--- src/rtl/ext_tran_pkg.sv ---
// ext_tran_pkg
//   Shared definitions for the external transaction master:
//   - size_t  : host transfer size encoding (byte / half / word / reserved)
//   - state_t : master FSM states
//   - is_misaligned() : true when a size/offset pair cannot be issued as a
//     single Wishbone beat (reserved size, odd half, unaligned word).
package ext_tran_pkg;

    typedef enum logic [1:0] {
        SIZE_BYTE = 2'b00,
        SIZE_HALF = 2'b01,
        SIZE_WORD = 2'b10,
        SIZE_RSVD = 2'b11
    } size_t;

    typedef enum logic [1:0] {
        ST_IDLE,
        ST_BUS,
        ST_DONE
    } state_t;

    function automatic logic is_misaligned(input size_t size, input logic [1:0] offset);
        logic bad;
        unique case (size)
            SIZE_BYTE: bad = 1'b0;
            SIZE_HALF: bad = offset[0];
            SIZE_WORD: bad = |offset;
            default:   bad = 1'b1;
        endcase
        return bad;
    endfunction

endpackage

--- src/rtl/ext_tran_lanes.sv ---
// ext_tran_lanes
//   Combinational byte-lane steering for a 32-bit Wishbone data bus.
//   Ports:
//     size       in  transfer size (size_t)
//     offset     in  byte offset within the word (addr[1:0])
//     wdata      in  right-aligned host write data
//     bus_rdata  in  raw read data from the bus
//     sel        out byte enables
//     bus_wdata  out write data replicated across the lanes
//     rdata      out read data shifted down, masked to size, zero-extended
//     misaligned out size/offset cannot be issued
module ext_tran_lanes
    import ext_tran_pkg::*;
(
    input  size_t       size,
    input  logic [1:0]  offset,
    input  logic [31:0] wdata,
    input  logic [31:0] bus_rdata,
    output logic [3:0]  sel,
    output logic [31:0] bus_wdata,
    output logic [31:0] rdata,
    output logic        misaligned
);

    logic [31:0] shifted;

    always_comb begin
        sel        = '0;
        bus_wdata  = '0;
        rdata      = '0;
        shifted    = bus_rdata >> {offset, 3'b000};
        misaligned = is_misaligned(size, offset);
        unique case (size)
            SIZE_BYTE: begin
                sel       = 4'b0001 << offset;
                bus_wdata = {4{wdata[7:0]}};
                rdata     = {24'b0, shifted[7:0]};
            end
            SIZE_HALF: begin
                sel       = 4'b0011 << offset;
                bus_wdata = {2{wdata[15:0]}};
                rdata     = {16'b0, shifted[15:0]};
            end
            SIZE_WORD: begin
                sel       = 4'b1111;
                bus_wdata = wdata;
                rdata     = bus_rdata;
            end
            default: begin
                sel       = '0;
                bus_wdata = '0;
                rdata     = '0;
            end
        endcase
    end

endmodule

--- src/rtl/ext_tran_master.sv ---
// ext_tran_master
//   Turns one host-programmed transaction into a single Wishbone classic
//   master cycle, with lane steering, alignment checking and sticky
//   ready/error/timeout status held until the host clears it.
//   Optional build macro: EXT_TRAN_TIMEOUT_EN (bus cycle abort after
//   TIMEOUT_CYCLES cycles without ack/err).
//   Ports:
//     clk_i, reset_i (async, active-low)
//     tran_start_i/write_i/clear_i/size_i/addr_i/data_i  host request
//     tran_data_o, tran_ready_o, tran_error_o, tran_timeout_o, busy_o
//     wb_cyc_o, wb_stb_o, wb_we_o, wb_adr_o, wb_sel_o, wb_dat_o  bus master
//     wb_dat_i, wb_ack_i, wb_err_i                              bus slave response
module ext_tran_master
    import ext_tran_pkg::*;
#(
    parameter int unsigned ADDR_WIDTH     = 32,
    parameter int unsigned DATA_WIDTH     = 32,
    parameter int unsigned TIMEOUT_CYCLES = 255
) (
    input  logic                  clk_i,
    input  logic                  reset_i,
    input  logic                  tran_start_i,
    input  logic                  tran_write_i,
    input  logic                  tran_clear_i,
    input  logic [1:0]            tran_size_i,
    input  logic [ADDR_WIDTH-1:0] tran_addr_i,
    input  logic [DATA_WIDTH-1:0] tran_data_i,
    output logic [DATA_WIDTH-1:0] tran_data_o,
    output logic                  tran_ready_o,
    output logic                  tran_error_o,
    output logic                  tran_timeout_o,
    output logic                  busy_o,
    output logic                  wb_cyc_o,
    output logic                  wb_stb_o,
    output logic                  wb_we_o,
    output logic [ADDR_WIDTH-1:0] wb_adr_o,
    output logic [3:0]            wb_sel_o,
    output logic [DATA_WIDTH-1:0] wb_dat_o,
    input  logic [DATA_WIDTH-1:0] wb_dat_i,
    input  logic                  wb_ack_i,
    input  logic                  wb_err_i
);

    state_t                  state, state_next;
    logic [ADDR_WIDTH-1:0]   addr_q;
    logic [DATA_WIDTH-1:0]   wdata_q;
    size_t                   size_q;
    logic                    we_q;
    logic                    ready_q, ready_next;
    logic                    error_q, error_next;
    logic                    timeout_q, timeout_next;
    logic [DATA_WIDTH-1:0]   rdata_q, rdata_next;
    logic                    load;
    logic                    timeout_hit;
    logic                    in_bus;

    size_t                   lane_size;
    logic [1:0]              lane_offset;
    logic [3:0]              lane_sel;
    logic [31:0]             lane_wdata;
    logic [31:0]             lane_rdata;
    logic                    lane_misaligned;

    // In IDLE the lane block checks the incoming request for alignment;
    // everywhere else it steers the latched request onto the bus.
    assign lane_size   = (state == ST_IDLE) ? size_t'(tran_size_i) : size_q;
    assign lane_offset = (state == ST_IDLE) ? tran_addr_i[1:0] : addr_q[1:0];

    ext_tran_lanes u_lanes (
        .size       (lane_size),
        .offset     (lane_offset),
        .wdata      (wdata_q),
        .bus_rdata  (wb_dat_i),
        .sel        (lane_sel),
        .bus_wdata  (lane_wdata),
        .rdata      (lane_rdata),
        .misaligned (lane_misaligned)
    );

`ifdef EXT_TRAN_TIMEOUT_EN
    localparam int unsigned TmoWidth =
        (TIMEOUT_CYCLES > 255) ? $clog2(TIMEOUT_CYCLES + 1) : 8;

    logic [TmoWidth-1:0] tmo_count;

    // Counts completed BUS cycles; cleared whenever the FSM is outside BUS.
    always_ff @(posedge clk_i or negedge reset_i) begin
        if (!reset_i) begin
            tmo_count <= '0;
        end else if (state != ST_BUS) begin
            tmo_count <= '0;
        end else begin
            tmo_count <= tmo_count + TmoWidth'(1);
        end
    end

    assign timeout_hit = (state == ST_BUS) && (tmo_count == TmoWidth'(TIMEOUT_CYCLES - 1));
`else
    assign timeout_hit = 1'b0;
`endif

    always_comb begin
        state_next   = state;
        ready_next   = ready_q;
        error_next   = error_q;
        timeout_next = timeout_q;
        rdata_next   = rdata_q;
        load         = 1'b0;
        unique case (state)
            ST_IDLE: begin
                if (tran_start_i) begin
                    load = 1'b1;
                    if (lane_misaligned) begin
                        state_next = ST_DONE;
                        ready_next = 1'b1;
                        error_next = 1'b1;
                    end else begin
                        state_next = ST_BUS;
                    end
                end
            end
            ST_BUS: begin
                if (wb_err_i) begin
                    state_next = ST_DONE;
                    ready_next = 1'b1;
                    error_next = 1'b1;
                    rdata_next = '0;
                end else if (wb_ack_i) begin
                    state_next = ST_DONE;
                    ready_next = 1'b1;
                    rdata_next = we_q ? '0 : lane_rdata;
                end else if (timeout_hit) begin
                    state_next   = ST_DONE;
                    ready_next   = 1'b1;
                    error_next   = 1'b1;
                    timeout_next = 1'b1;
                    rdata_next   = '0;
                end
            end
            ST_DONE: begin
                if (tran_clear_i) begin
                    state_next   = ST_IDLE;
                    ready_next   = 1'b0;
                    error_next   = 1'b0;
                    timeout_next = 1'b0;
                    rdata_next   = '0;
                end
            end
            default: state_next = ST_IDLE;
        endcase
    end

    always_ff @(posedge clk_i or negedge reset_i) begin
        if (!reset_i) begin
            state     <= ST_IDLE;
            addr_q    <= '0;
            wdata_q   <= '0;
            size_q    <= SIZE_BYTE;
            we_q      <= 1'b0;
            ready_q   <= 1'b0;
            error_q   <= 1'b0;
            timeout_q <= 1'b0;
            rdata_q   <= '0;
        end else begin
            state     <= state_next;
            ready_q   <= ready_next;
            error_q   <= error_next;
            timeout_q <= timeout_next;
            rdata_q   <= rdata_next;
            if (load) begin
                addr_q  <= tran_addr_i;
                wdata_q <= tran_data_i;
                size_q  <= size_t'(tran_size_i);
                we_q    <= tran_write_i;
            end
        end
    end

    // Bus outputs are decoded from the state so an async reset drops them
    // immediately and they read as zero outside a bus cycle.
    assign in_bus         = (state == ST_BUS);
    assign busy_o         = in_bus;
    assign wb_cyc_o       = in_bus;
    assign wb_stb_o       = in_bus;
    assign wb_we_o        = in_bus & we_q;
    assign wb_adr_o       = in_bus ? {addr_q[ADDR_WIDTH-1:2], 2'b00} : '0;
    assign wb_sel_o       = in_bus ? lane_sel : '0;
    assign wb_dat_o       = in_bus ? lane_wdata : '0;
    assign tran_data_o    = rdata_q;
    assign tran_ready_o   = ready_q;
    assign tran_error_o   = error_q;
    assign tran_timeout_o = timeout_q;

endmodule
--- config.mk ---
export PLATFORM = sky130hd
export DESIGN_NAME = ext_tran_master
export DESIGN_NICKNAME = d
export VERILOG_FILES = /design/src/rtl/ext_tran_pkg.sv /design/src/rtl/ext_tran_lanes.sv /design/src/rtl/ext_tran_master.sv
export SDC_FILE = /design/constraint.sdc
export NUM_CORES = 1
export LEC_CHECK = 0
export CAP_MARGIN = 0
export CORE_UTILIZATION = 50
export CTS_BUF_LIST = sky130_fd_sc_hd__clkbuf_8
export CTS_CLUSTER_DIAMETER = 80
export CTS_CLUSTER_SIZE = 16
export DETAILED_ROUTE_END_ITERATION = 10
export GPL_TIMING_DRIVEN = 0
export PLACE_DENSITY = 0.89
export SLEW_MARGIN = 10
export SYNTH_ARGS = -nofsm -noshare
export SYNTH_HDL_FRONTEND = slang
export SYNTH_HIERARCHICAL = 1
export SYNTH_SLANG_ARGS = --single-unit
--- constraint.sdc ---
create_clock -name clk_i -period 6.3 [get_ports clk_i]
set_input_delay 1.26 -clock clk_i [delete_from_list [all_inputs] [get_ports clk_i]]
set_output_delay 1.26 -clock clk_i [all_outputs]
set_load 0.01 [all_outputs]
Word level (Yosys, flattened, before mapping)
Index checks and enable logic that the tools add are counted.
- equality and inequality tests: 9
- shift-type cells: 3
- mux-type cells: 30
- bitwise logic cells: 1
- reductions and logical operators: 9
- operator list (kind ; number):
    32-bit 2-to-1 mux ; 6
    32-bit case mux with 3 select lines ; 2
    32-bit case mux with 2 select lines ; 1
    32-bit by 5-bit >> shifter with 16-bit output ; 1
    2-bit 2-to-1 mux ; 7
    4-bit case mux with 3 select lines ; 1
    5-bit AND reduction ; 2
    1-bit case mux with 3 select lines ; 3
    1-bit 2-to-1 mux ; 8
    2-bit inequality test (second input constant) ; 4
    2-bit case mux with 3 select lines ; 1
    3-bit AND reduction ; 2
    2-bit by 1-bit == test with 1-bit output (second input constant) ; 2
    2-bit == test (second input constant) ; 2
    2-bit zero test ; 2
    4-bit 2-to-1 mux ; 1
    1-bit by 2-bit << shifter with 4-bit output (first input constant) ; 1
    2-bit by 2-bit << shifter with 4-bit output (first input constant) ; 1
    3-bit inequality test (second input constant) ; 1
    3-bit nonzero test ; 1
    2-bit nonzero test ; 1
    2-bit OR reduction ; 1
    1-bit bitwise AND ; 1
- register bits: 103
- input bits: 105
- output and inout bits: 107

Logic depth before layout (Yosys ltp)
- depth in word-level cells: 8
- gate-level depth with buffers: 12
- mapped depth without buffers: 10

Modules after synthesis
The synthesis kept the hierarchy.
- modules (own cells, without submodules) (module ; instances ; cells each ; area each (um^2) ; sequential area each (um^2)):
    ext_tran_master ; 1 ; 395 ; 4683.2 ; 2577.5
    ext_tran_lanes ; 1 ; 155 ; 1019.7 ; 0.0

Worst setup path after synthesis
No wires, ideal clock.
- kind: in2out
- start: in tran_addr_i[0]
- end: out wb_sel_o[2]
- arrival: 2322 ps
- path slack: 2718 ps
- stages on the path: 7
- path through: mux2_2 nor2b_1 buf_4 buf_6 a21oi_1 o21ai_0 and2_1
- cells in the longest elaborated chain, start to end: 4
- elaborated cells on any way between the ends: 5
- classes of those cells: shift: 2; mux: 3
- RTL lines (element ; RTL line ; text):
    start: declaration ; ext_tran_master.sv:26 ; input logic [ADDR_WIDTH-1:0] tran_addr_i,
    2-bit 2-to-1 mux * ; ext_tran_master.sv:67 ; assign lane_offset = (state == ST_IDLE) ? tran_addr_i[1:0] : addr_q[1:0];
    2-bit by 2-bit << shifter with 4-bit output or 1-bit by 2-bit << shifter with 4-bit output (tied branches) ; ext_tran_lanes.sv:40, ext_tran_lanes.sv:35 ;
    4-bit case mux with 3 select lines * ; ext_tran_lanes.sv:33 ; unique case (size)
    net lane_sel[2] ; ext_tran_master.sv:59 ; logic [3:0] lane_sel;
    4-bit 2-to-1 mux * ; ext_tran_master.sv:187 ; assign wb_sel_o = in_bus ? lane_sel : '0;
    end: declaration ; ext_tran_master.sv:37 ; output logic [3:0] wb_sel_o,
Mark *: on every way through the listed nets, which the timed path passes. The rest lies on a longest branch.

Final worst setup path
- start: in tran_size_i[0]
- end: out wb_dat_o[21]
- cells in the longest elaborated chain, start to end: 4
- elaborated cells on any way between the ends: 6
- classes of those cells: eq/ne: 2; mux: 3; reduce/logical: 1
- RTL lines (element ; RTL line ; text):
    start: declaration ; ext_tran_master.sv:25 ; input logic [1:0] tran_size_i,
    2-bit 2-to-1 mux * ; ext_tran_master.sv:66 ; assign lane_size = (state == ST_IDLE) ? size_t'(tran_size_i) : size_q;
    net lane_size[0] ; ext_tran_master.sv:57 ; size_t lane_size;
    2-bit == test (tied with other cells) ; ext_tran_lanes.sv:33 ;
    32-bit case mux with 3 select lines * ; ext_tran_lanes.sv:33 ;
    net lane_wdata[21] ; ext_tran_master.sv:60 ; logic [31:0] lane_wdata;
    32-bit 2-to-1 mux * ; ext_tran_master.sv:188 ; assign wb_dat_o = in_bus ? lane_wdata : '0;
    end: declaration ; ext_tran_master.sv:38 ; output logic [DATA_WIDTH-1:0] wb_dat_o,
Marked as above.

==> results.sh <==
export IMPL_status="complete, no violations"
export IMPL_worst_r2r_path_depth=12
export IMPL_rsz0062_at_grt="no"
export IMPL_cellPowerDensity_mw_per_mm2=453.5
export IMPL_drtAntennaViolNets=0
export IMPL_final_common_cell="clkdlybuf4s50_1"
export IMPL_maxSlewViolCount=0
export IMPL_num_vias=4999
export IMPL_fp_row_count=38
export IMPL_fin_skew_ns=0.005354
export IMPL_tritoncts="done"
export IMPL_area_growth_pct=43.64
export IMPL_core_area_mm2=0.01098
export IMPL_synth_top_area_share=0.4520
export IMPL_die_h_um=108.8
export IMPL_setup_viol=0
export IMPL_power_w=0.003715
export IMPL_boundaryPins=212
export IMPL_critical_path_most_common_cell="clkdlybuf4s50_1"
export IMPL_gp_congestion=0.8808
export IMPL_slowest_delay_ns=0.54
export IMPL_tightest_slew_ns=0.7066
export IMPL_floorplan_die_area_mm2=0.01184
export IMPL_post_route_util=0.7458
export IMPL_overflow=0
export IMPL_seq_area_frac_synth=0.4520
export IMPL_routed_wl_mm=16.39
export IMPL_grt_max_degree=67
export IMPL_cp_cell_sequence="clkdlybuf4s50_1, mux2_2, and2b_1, buf_2, a21o_1, and2_1, clkdlybuf4s50_1"
export IMPL_finalHoldViolCount=0
export IMPL_cts_buffers=9
export IMPL_clock_sinks=103
export IMPL_crit_fanout=10
export IMPL_grt_pass1_wl_mm=25.41
export IMPL_grt_usage=0.2873
export IMPL_vdd_ir_drop_max_v=0.0002085
export IMPL_fin_crit_sh=0.7692
export IMPL_insertion_delay_ns=0.37
export IMPL_ys_ff_latch=103
export IMPL_syn_instance_count=550
export IMPL_cts_setup_buffers=0
export IMPL_maxCapViolations=0
export IMPL_synthArstFlopShare=1.000
export IMPL_synth_area_leader_cell="dfrtp_1"
export IMPL_antenna_found_initial=0
export IMPL_wl_per_cell_um=17.92
export IMPL_nFillCells=793
export IMPL_antenna_diode_count=0
export IMPL_relSlewSlack=0.5253
export IMPL_cts_root_buf="clkbuf_8"
export IMPL_critPathLaunch="tran_size_i[0]"
export IMPL_synth_area_leaders="dfrtp_1, mux2_2, and2_1"
export IMPL_worst_slack_ns=1.454
export IMPL_cts_hold_buffers=0
export IMPL_synth_cell_types=30
export IMPL_fmax_mhz=206.3
export IMPL_initial_core_util=0.5193
export IMPL_cts_buffer_depth=2
export IMPL_cts_htree_levels=3
export IMPL_worstReg2RegStart="state[0]"
export IMPL_grt_pass1_vias=5090
export IMPL_min_path_type="reg -> reg"
export IMPL_drive_gt1_frac=0.2026
export IMPL_cp_arrival_ns=3.59
export IMPL_layout_common_cells="clkdlybuf4s50_1, dfrtp_1, and2_1, mux2_2, nand2_1"
export IMPL_setup_tns_ns=0
export IMPL_layout_nets=881
export IMPL_vias_per_cell=5.463
export IMPL_drt_iter0_drc=291
export IMPL_cp_required_ns=5.04
export IMPL_multi_input_comb_area_mm2=0.002836
export IMPL_cts_resized=0
export IMPL_die_w_um=108.8
export IMPL_critPathCapture="wb_dat_o[21]"
export IMPL_dpl_worst_slack_ns=1.471
export IMPL_crit_type="in -> out"
export IMPL_avgSynthCellArea_um2=10.37
export IMPL_ys_warn_count=6
export IMPL_seq_area_mm2=0.002577
export IMPL_synth_edf_count=0
export IMPL_port_buffers=208
export IMPL_dr_pass1_iters=8
export IMPL_critPathLaunchType="input port"
export IMPL_path_clk_slew_ns=0.09
export IMPL_p_leak_nw=3.384
export IMPL_r2r_slack_ns=3.75
export IMPL_finalCriticalPeriod_ns=4.846
export IMPL_dpl_hpwl_mm=12.58
export IMPL_netlist_area_mm2=0.005703
export IMPL_slowest_stage="clkdlybuf4s50_1"
export IMPL_drc_errors=0
export IMPL_ys_flop_type="dfrtp_1"
export IMPL_cp_end_kind="primary output"
export IMPL_rr_endpoint="tran_error_o"
==> cells in the mapped netlist (2+ instances only) <==
cell,instances
inv_1,3
o21ai_1,4
and2_1,91
nor2_1,7
a22oi_1,16
nand2b_1,3
o21ai_4,2
mux2_2,81
o21ai_0,19
a21o_1,8
dfrtp_1,103
buf_2,12
buf_4,9
a21oi_1,20
nor3_1,2
clkbuf_1,15
nor2b_1,14
o2bb2ai_1,16
ha_1,4
o21ai_2,28
nand2_1,76
buf_6,9
==> metrics by stage <==
stage | cells | hold slack (ns) | area [um^2]
6_report | 915 | 0.4853 | 8192
2_1_floorplan | 552 | 0.4713 | 5710
5_1_grt | 915 | 0.5143 | 8192
4_1_cts | 915 | 0.4865 | 8192
3_3_place_gp | 900 | 0.4602 | 7968
3_5_place_dp | 901 | 0.4658 | 7996
==> sequential cells by signal (all words and copies together), names as in the netlist <==
| register | flops |
|---|---|
| tran_data_o | 32 |
| we_q | 1 |
| addr_q | 32 |
| size_q | 2 |
| tran_ready_o | 1 |
| wdata_q | 32 |
| state | 2 |
| tran_error_o | 1 |
==> worst max-delay path, delay by kind of cell <==
| family | cells | cell delay (ns) |
|---|---|---|
| compound gates | 1 | 0.18 |
| buf+inv | 3 | 1.28 |
| mux | 1 | 0.33 |
| simple gates | 2 | 0.54 |
==> logic make-up after synthesis <==
kind of cell    synth area share
compound gates            0.1439
fa+ha+maj               0.008776
buf+inv                  0.05200
flops                     0.4520
mux                       0.1617
other cells            0.0006576
simple gates              0.1810
==> how the worst min path moves through the flow <==
stage / from / to / depth (start not counted)
global route: tran_data_o[12] / tran_data_o[12] / 2
global placement: tran_data_o[20] / tran_data_o[20] / 2
detailed placement: tran_data_o[19] / tran_data_o[19] / 2
floorplan: addr_q[10] / addr_q[10] / 1
finish: tran_data_o[19] / tran_data_o[19] / 2
CTS: tran_data_o[19] / tran_data_o[19] / 2
==> power breakdown <==
group / internal, W / leakage (nW) / switching [W]
sequential: 0.000956 / 1.28 / 0.000167
combinational: 0.00109 / 2.00 / 0.00108
clock: 0.000201 / 0.101 / 0.000226
total: 0.00225 / 3.38 / 0.00147
==> cell type report <==
class	instances	share of cell area
Buffer	45	0.03483
Clock buffer	11	0.01848
Clock inverter	3	0.005346
Inverter	3	0.001375
Multi-Input combinational cell	401	0.3463
Sequential cell	103	0.3146
Tap cell	140	0.02138
Timing Repair Buffer	209	0.2577
==> layer usage <==
| metal | GRT usage | vias up | wire [um] |
|---|---|---|---|
| met5 | 0 | - | 0 |
| met4 | 0.1409 | 0 | 515 |
| met3 | 0.05559 | 37 | 1267 |
| met2 | 0.4855 | 243 | 8049 |
| met1 | 0.3513 | 2419 | 6560 |
| li1 | - | 2300 | - |
Power figures use the tool's default switching activity.
